==> config.mk <==
export PLATFORM = sky130hd
export DESIGN_NAME = quad_enc_decoder_flat
export DESIGN_NICKNAME = d
export VERILOG_FILES = /design/src/rtl/quad_enc_decoder_if.sv /design/src/rtl/quad_enc_decoder.sv /design/src/flat_wrapper.sv
export SDC_FILE = /design/constraint.sdc
export NUM_CORES = 1
export LEC_CHECK = 0
export CORE_ASPECT_RATIO = 1.2
export CORE_UTILIZATION = 55
export DETAILED_ROUTE_END_ITERATION = 7
export PLACE_DENSITY = 0.77
export SYNTH_ARGS = -nofsm -noshare
export SYNTH_HDL_FRONTEND = slang
export SYNTH_SLANG_ARGS = --single-unit
==> constraint.sdc <==
create_clock -name clk -period 8.27 [get_ports clk]
set_input_delay 0.827 -clock clk [delete_from_list [all_inputs] [get_ports clk]]
set_output_delay 0.827 -clock clk [all_outputs]
set_load 0.02 [all_outputs]
==> src/rtl/quad_enc_decoder_if.sv <==
// rtl/quad_enc_decoder_if.sv - encoder line inputs and position/step outputs of quad_enc_decoder
//   a, b   : raw encoder channels (asynchronous to clk)
//   clr    : synchronous position clear
//   pos    : signed position count, CNT_W bits
//   step   : one-cycle pulse per accepted legal transition
//   dir    : direction of the last step (0 = up, 1 = down)
//   err    : one-cycle pulse on a diagonal (illegal) transition
interface quad_enc_decoder_if #(
    parameter int CNT_W = 16
);
    logic             a;
    logic             b;
    logic             clr;
    logic [CNT_W-1:0] pos;
    logic             step;
    logic             dir;
    logic             err;

    modport master (
        output a, b, clr,
        input  pos, step, dir, err
    );

    modport slave (
        input  a, b, clr,
        output pos, step, dir, err
    );
endinterface

==> src/rtl/quad_enc_decoder.sv <==
// rtl/quad_enc_decoder.sv - quadrature encoder front end: sync, glitch filter, x4 decode, position counter
//   clk : system clock
//   rst : asynchronous active-low reset
//   bus : quad_enc_decoder_if slave (a, b, clr in; pos, step, dir, err out)
module quad_enc_decoder #(
    parameter int FILT_LEN = 4,
    parameter int CNT_W    = 16
) (
    input  logic               clk,
    input  logic               rst,
    quad_enc_decoder_if.slave  bus
);

    localparam int            FW       = $clog2(FILT_LEN + 1);
    localparam logic [FW-1:0] FILT_MAX = FW'(FILT_LEN);

    typedef enum logic {
        ST_INIT,
        ST_TRACK
    } state_t;

    // Channel index 1 = A, 0 = B, so a [1:0] vector reads as the {A,B} pair.
    logic [1:0]          sync1_q, sync1_d;
    logic [1:0]          sync2_q, sync2_d;
    logic [1:0]          filt_q,  filt_d;
    logic [1:0][FW-1:0]  dcnt_q,  dcnt_d;   // consecutive samples differing from filt
    logic [1:0][FW-1:0]  scnt_q,  scnt_d;   // consecutive samples equal to filt (saturating)
    logic [1:0]          warm_q,  warm_d;
    state_t              state_q, state_d;
    logic [1:0]          prev_q,  prev_d;
    logic [CNT_W-1:0]    pos_q,   pos_d;
    logic                step_q,  step_d;
    logic                dir_q,   dir_d;
    logic                err_q,   err_d;
    logic                stable;

    // Next {A,B} in the count-up direction: 00 -> 10 -> 11 -> 01 -> 00.
    function automatic logic [1:0] cw_next(input logic [1:0] p);
        case (p)
            2'b00:   cw_next = 2'b10;
            2'b10:   cw_next = 2'b11;
            2'b11:   cw_next = 2'b01;
            default: cw_next = 2'b00;
        endcase
    endfunction

    always_comb begin
        sync1_d = {bus.a, bus.b};
        sync2_d = sync1_q;
        filt_d  = filt_q;
        dcnt_d  = '0;
        scnt_d  = '0;

        // The sync chain holds reset zeros for two edges; stability is only
        // counted once it carries real input samples, so INIT never locks
        // onto a reset artefact.
        warm_d = (warm_q == 2'd2) ? warm_q : warm_q + 2'd1;

        for (int i = 0; i < 2; i++) begin
            if (sync2_q[i] != filt_q[i]) begin
                if (dcnt_q[i] == FILT_MAX - FW'(1)) begin
                    filt_d[i] = sync2_q[i];
                end else begin
                    dcnt_d[i] = dcnt_q[i] + FW'(1);
                end
            end else if (warm_q == 2'd2) begin
                scnt_d[i] = (scnt_q[i] == FILT_MAX) ? scnt_q[i] : scnt_q[i] + FW'(1);
            end
        end
    end

    assign stable = (scnt_q[0] == FILT_MAX) && (scnt_q[1] == FILT_MAX);

    always_comb begin
        state_d = state_q;
        prev_d  = prev_q;
        pos_d   = pos_q;
        step_d  = 1'b0;
        err_d   = 1'b0;
        dir_d   = dir_q;

        case (state_q)
            ST_INIT: begin
                if (stable) begin
                    prev_d  = filt_q;
                    state_d = ST_TRACK;
                end
            end
            default: begin
                if (filt_q != prev_q) begin
                    prev_d = filt_q;
                    if (filt_q == cw_next(prev_q)) begin
                        step_d = 1'b1;
                        dir_d  = 1'b0;
                        pos_d  = pos_q + CNT_W'(1);
                    end else if (prev_q == cw_next(filt_q)) begin
                        step_d = 1'b1;
                        dir_d  = 1'b1;
                        pos_d  = pos_q - CNT_W'(1);
                    end else begin
                        err_d  = 1'b1;
                    end
                end
            end
        endcase

        // Clear overrides the count only; step/dir still report the transition.
        if (bus.clr) begin
            pos_d = '0;
        end
    end

    always_ff @(posedge clk or negedge rst) begin
        if (!rst) begin
            sync1_q <= '0;
            sync2_q <= '0;
            filt_q  <= '0;
            dcnt_q  <= '0;
            scnt_q  <= '0;
            warm_q  <= '0;
            state_q <= ST_INIT;
            prev_q  <= '0;
            pos_q   <= '0;
            step_q  <= 1'b0;
            dir_q   <= 1'b0;
            err_q   <= 1'b0;
        end else begin
            sync1_q <= sync1_d;
            sync2_q <= sync2_d;
            filt_q  <= filt_d;
            dcnt_q  <= dcnt_d;
            scnt_q  <= scnt_d;
            warm_q  <= warm_d;
            state_q <= state_d;
            prev_q  <= prev_d;
            pos_q   <= pos_d;
            step_q  <= step_d;
            dir_q   <= dir_d;
            err_q   <= err_d;
        end
    end

    assign bus.pos  = pos_q;
    assign bus.step = step_q;
    assign bus.dir  = dir_q;
    assign bus.err  = err_q;

endmodule

==> src/flat_wrapper.sv <==
// flat-port wrapper written by rule: the top's interface ports become plain ports
module quad_enc_decoder_flat 
#(
    parameter int FILT_LEN = 4,
    parameter int CNT_W    = 16
)
  (clk, rst, bus_a, bus_b, bus_clr, bus_pos, bus_step, bus_dir, bus_err);
  quad_enc_decoder_if #(.CNT_W(CNT_W)) bus_i ();
  input  logic clk;
  input  logic rst;
  input wire logic [$bits(bus_i.a)-1:0] bus_a;
  input wire logic [$bits(bus_i.b)-1:0] bus_b;
  input wire logic [$bits(bus_i.clr)-1:0] bus_clr;
  output wire logic [$bits(bus_i.pos)-1:0] bus_pos;
  output wire logic [$bits(bus_i.step)-1:0] bus_step;
  output wire logic [$bits(bus_i.dir)-1:0] bus_dir;
  output wire logic [$bits(bus_i.err)-1:0] bus_err;
  assign bus_i.a = bus_a;
  assign bus_i.b = bus_b;
  assign bus_i.clr = bus_clr;
  assign bus_pos = bus_i.pos;
  assign bus_step = bus_i.step;
  assign bus_dir = bus_i.dir;
  assign bus_err = bus_i.err;
  quad_enc_decoder #(.FILT_LEN(FILT_LEN), .CNT_W(CNT_W)) u_core (.clk(clk), .rst(rst), .bus(bus_i));
endmodule
### Word-level counts from Yosys, hierarchy flattened

Index checks and enable logic that the tools add are counted.

| cells by class | value |
|---|---|
| $add $sub $neg | 7 |
| eq/ne operators | 17 |
| muxes and demuxes | 37 |
| reductions and logical operators | 13 |

Operators by type and width:

| kind | count |
|---|---|
| two-way mux 16 bit | 5 |
| two-way mux 3 bit | 10 |
| adder 16 x 1 -> 16 bit (second input constant) | 1 |
| two-way mux 2 bit | 8 |
| subtractor 16 x 1 -> 16 bit (second input constant) | 1 |
| adder 3 x 1 -> 3 bit (second input constant) | 4 |
| two-way mux 1 bit | 12 |
| one-hot mux 2 bit (3 select lines) | 2 |
| == test 2 bit (second input constant) | 5 |
| nonzero test 2 bit | 4 |
| == test 3 x 2 -> 1 bit (second input constant) | 2 |
| == test 3 bit (second input constant) | 2 |
| != test 3 bit (second input constant) | 2 |
| AND reduction 2 bit | 3 |
| AND reduction 3 bit | 2 |
| == test 2 bit | 2 |
| zero test 2 bit | 2 |
| nonzero test 3 bit | 1 |
| adder 2 x 1 -> 2 bit (second input constant) | 1 |
| != test 1 bit | 2 |
| != test 2 bit | 1 |
| != test 2 bit (second input constant) | 1 |
| logical AND 1 bit | 1 |

| word-level totals | value |
|---|---|
| bits in registers | 42 |
| input bits | 5 |
| output and inout bits | 19 |
| logic and storage cells | 89 |

### Longest topological paths before layout

| depth | value |
|---|---|
| word-level depth | 14 |
| gate-level depth with buffers | 11 |
| depth with buffers taken out | 10 |

### Least setup slack after synthesis

No wires, ideal clock.

| timing path | value |
|---|---|
| path type | reg-to-reg |
| from | reg u_core.filt_q[1] |
| to | reg u_core.pos_q[14] (netlist: u_core.bus.pos[14]) |
| arrival | 2.822 ns |
| required time | 8.174 ns |
| slack | 5.352 ns |
| stages on the path, launching flop included | 11 |
| path buffers | 0 |
| period minus slack after synthesis | 2.918 ns |
| path through | dfrtp_1 -> xnor2_1 -> nor2_1 -> inv_1 -> ha_1 -> a21oi_1 -> nand2_1 -> a21bo_2 -> a311oi_1 -> mux2_2 -> nor4_2 |

| between the ends | value |
|---|---|
| longest elaborated chain between the ends | 8 |
| elaborated cells between the ends (all ways) | 17 |
| those cells by class | eq/ne (5); mux (8); reduce/logical (4) |

Ends and longest elaborated chain:

| what | line | text |
|---|---|---|
| from (decl) | quad_enc_decoder.sv:25 | `logic [1:0] filt_q, filt_d;` |
| from (signal assigned) | quad_enc_decoder.sv:130 | `filt_q <= filt_d;` |
| == test 2 bit or zero test 2 bit (tied branches) | quad_enc_decoder.sv:39 | `case (p)` |
| one-hot mux 2 bit (3 select lines) | quad_enc_decoder.sv:39 |  |
| two-way mux 2 bit | quad_enc_decoder.sv:92 | `if (filt_q == cw_next(prev_q)) begin` |
| two-way mux 2 bit | quad_enc_decoder.sv:90 | `if (filt_q != prev_q) begin` |
| two-way mux 2 bit | quad_enc_decoder.sv:82 | `case (state_q)` |
| == test 2 bit | quad_enc_decoder.sv:96 | `end else if (prev_q == cw_next(filt_q)) begin` |
| nonzero test 3 bit (no line) | n/a |  |
| AND reduction 3 bit (no line) | n/a |  |
| to (signal assigned) | quad_enc_decoder.sv:136 | `pos_q <= pos_d;` |
| to (decl) | quad_enc_decoder.sv:31 | `logic [CNT_W-1:0] pos_q, pos_d;` |

Parallel ways exist; a longest one is shown, timed or not. The select of a mux whose other input is x is not followed.
A chain may end at the register's enable or synchronous reset.

### Worst setup path after layout

Ends and elaborated chain as after synthesis.

==> impl_metrics.toml <==
[global_routing]
grt-ovfl-total = 0
grt_max_degree = 43
grt_usage = 0.231
first_global_vias = 1982
antenna_found_initial = 0
grt_pass1_wl_mm = 8.81

[route]
vias = 2016
wl_met1_mm = 2.07
drtIter0Drc = 89
firstDrtPassIters = 4
avgViaCountPerCell = 5.78
highest_layer = "met4"
wl_met2_mm = 2.61
final_antenna_net_count = 0
met3_length_um = 152
drcViolationCount = 0
totalWireLength_mm = 4.99
wl_per_cell_um = 14.3

[logic_synthesis]
netlist_area_um2 = 2530
ys_ff_latch = 42
synthFlopType = "dfrtp_1"
synth_async_sr_flop_share = 1.00
yosysMostFrequentCell = "dfrtp_1"
synth-edff-count = 0
synth_top_area_cell = "dfrtp_1"
synth_top_area_share = 0.415
synth_cells = 269
avgSynthCellArea_um2 = 9.41
synth_nets = 298
yosys-top-cells-area = "dfrtp_1, ha_1, nand2_1"
ys_seq_area_frac = 0.415
ys_warn_count = 0
synth.top_cells.by_count = "dfrtp_1, nand2_1, a21oi_1"
yosysUniqueCellTypes = 45

[layout]
nFillCells = 351
fin_nets = 321
n_antenna_cell = 0
finalNonFillerCells = 349
syn2layout_area_growth_pct = 14.9
ff_latch_area_um2 = 1050
multi_input_area_um2 = 1410
drive_gt1_frac = 0.0614

[power_and_ir_drop]
internal_power_mw = 0.686
p_leak_nw = 1.34
irDropWorstVdd_mv = 0.239
p_seq_frac = 0.247
clock_power_share = 0.131
comb_power_share = 0.622
power.switching_mw = 0.583
p_sw_frac = 0.459
p_per_area_nw_per_um2 = 436

[die]
initial_core_util = 0.585
pin_count = 24
dieArea_um2 = 4880
fp.dieH_um = 76.3
coreArea_um2 = 4330
die_w_um = 63.9
num_rows = 26

[clock_tree]
clkTransAtPathRegs_ns = 0.09
cts_root_buffer = "clkbuf_8"
cts_resized = 0
clk_path_buf_depth = 2
numCtsBuffers = 5
cts_tree = "built"
htreeDepth = 2
cts_hold_buf = 0
postCtsSetupBuffers = 0
cts.sink_count = 42
worst_skew_pair.late_latency_ns = 0.30

[critical_path]
crit_type = "flop to flop"
cp-end-kind = "flop"
required_ns = 8.48
start_kind = "flop"
r2r_cells = 10
worstPathMaxFanout = 18
arrival_ns = 3.54

[timing]
period_needed_ns = 3.33
drv_slew = 0
setup_violations = 0
min_period_over_period = 0.403
max_slew.worst_pin.slew_ns = 0.915
fin_skew_ns = 0.00839
rsz0062_at_grt = "no"
hold_violations = 0
tns_ns = 0
max_freq_mhz = 300
relSlewSlack = 0.390

[min_path]
hold_class = "flop to flop"
min_path_cells = 0

[place]
place_congestion = 0.914
port_buffers = 23
placed_cells = 341
dp_hpwl_mm = 3.52

[job]
drv_cap = 0

[status]
status = "completed"
-- cells by family (layout without fill, tap and decap cells) --
family,Yosys count,count (layout),synth area share
multiplexers,6,6,0.0262
adder cells (fa/ha/maj),24,24,0.122
flip-flops,42,42,0.415
buffers and inverters,17,41,0.0272
AO/OA/AOI/OAI,59,59,0.143
AND/OR/NAND/NOR,101,101,0.198
XOR/XNOR,20,20,0.0692
-- final timing paths --
kind / slack (ns) / startpoint / to
max in group asynchronous: 7.04 / rst / u_core.scnt_q[3]
setup / recovery: 4.94 / u_core.filt_q[1] / u_core.bus.pos[14]
hold / removal: 0.36 / u_core.sync1_q[0] / u_core.sync2_q[0]
hold reg to reg: 0.36 / u_core.sync1_q[0] / u_core.sync2_q[0]
min in group asynchronous: 0.64 / rst / u_core.bus.pos[5]
setup reg to reg: 4.94 / u_core.filt_q[1] / u_core.bus.pos[14]
-- power groups by stage --
stage / Sequential [mW] / Clock (mW) / Combinational, mW
4_1_cts: 0.315 / 0.168 / 0.790
3_3_place_gp: 0.316 / 0 / 0.780
5_1_grt: 0.324 / 0.177 / 0.886
6_report: 0.314 / 0.166 / 0.789
2_1_floorplan: 0.337 / 0 / 0.588
3_5_place_dp: 0.319 / 0 / 0.785
-- cell type report --
type | count | share of cell area
Sequential cell | 42 | 0.361
Timing Repair Buffer | 23 | 0.0775
Tap cell | 56 | 0.0241
Clock buffer | 6 | 0.0250
Inverter | 10 | 0.0138
Clock inverter | 2 | 0.0129
Multi-Input combinational cell | 210 | 0.485
-- placed cells by master (no fill, tap or decap), drive strengths merged, types with 2 or more instances in the layout --
master,netlist,layout
nor3,8,8
xor2,4,4
nand4,3,3
clkbuf,5,6
nor2,17,17
nor4,4,4
nor3b,7,7
mux2,5,5
nand3,7,7
a311oi,2,2
dfrtp,42,42
o21ai,7,7
clkdlybuf4s50,0,22
xnor2,16,16
o22ai,3,3
a211oi,2,2
inv,10,10
nand2b,3,3
nand2,41,41
a21o,4,4
and3b,2,2
ha,23,23
a21oi,28,28
o211ai,3,3
and3,4,4
-- critical path: stages, from the launching register on --
cell and delay, ns:
dfrtp_1 0.45, xnor2_1 0.31, nor2_1 0.14, inv_1 0.47, ha_1 0.36, a21oi_1 0.15, nand2_1 0.12, a21bo_2 0.23
a311oi_1 0.42, mux2_2 0.39, nor4_2 0.20
-- per-layer routing --
| layer | vias up | global-route usage |
|---|---|---|
| li1 | 1004 | - |
| met1 | 954 | 0.259 |
| met2 | 42 | 0.410 |
| met3 | 16 | 0.0389 |
| met4 | 0 | 0.123 |
| met5 | - | 0 |
-- flip-flops by register name, summed over array words and instances, names as in the netlist --
name / flops
u_core.prev_q: 2
u_core.sync1_q: 2
u_core.dcnt_q: 6
u_core.warm_q: 2
u_core.bus.step: 1
u_core.state_q: 1
u_core.sync2_q: 2
u_core.scnt_q: 6
u_core.bus.pos: 16
u_core.filt_q: 2
u_core.bus.err: 1
u_core.bus.dir: 1
-- per-stage QoR --
| step | setup slack, ns | cell area (µm²) | util | total power, mW | hold WS (ns) |
|---|---|---|---|---|---|
| 3_3_place_gp | 5.10 | 2800 | 0.647 | 1.10 | 0.337 |
| 3_5_place_dp | 4.98 | 2800 | 0.647 | 1.10 | 0.340 |
| 5_1_grt | 4.66 | 2910 | 0.672 | 1.39 | 0.370 |
| 6_report | 4.94 | 2910 | 0.672 | 1.27 | 0.358 |
| 2_1_floorplan | 5.35 | 2530 | - | 0.926 | 0.331 |
| 4_1_cts | 4.93 | 2910 | 0.672 | 1.27 | 0.360 |
(Power assumes the default switching activity.)
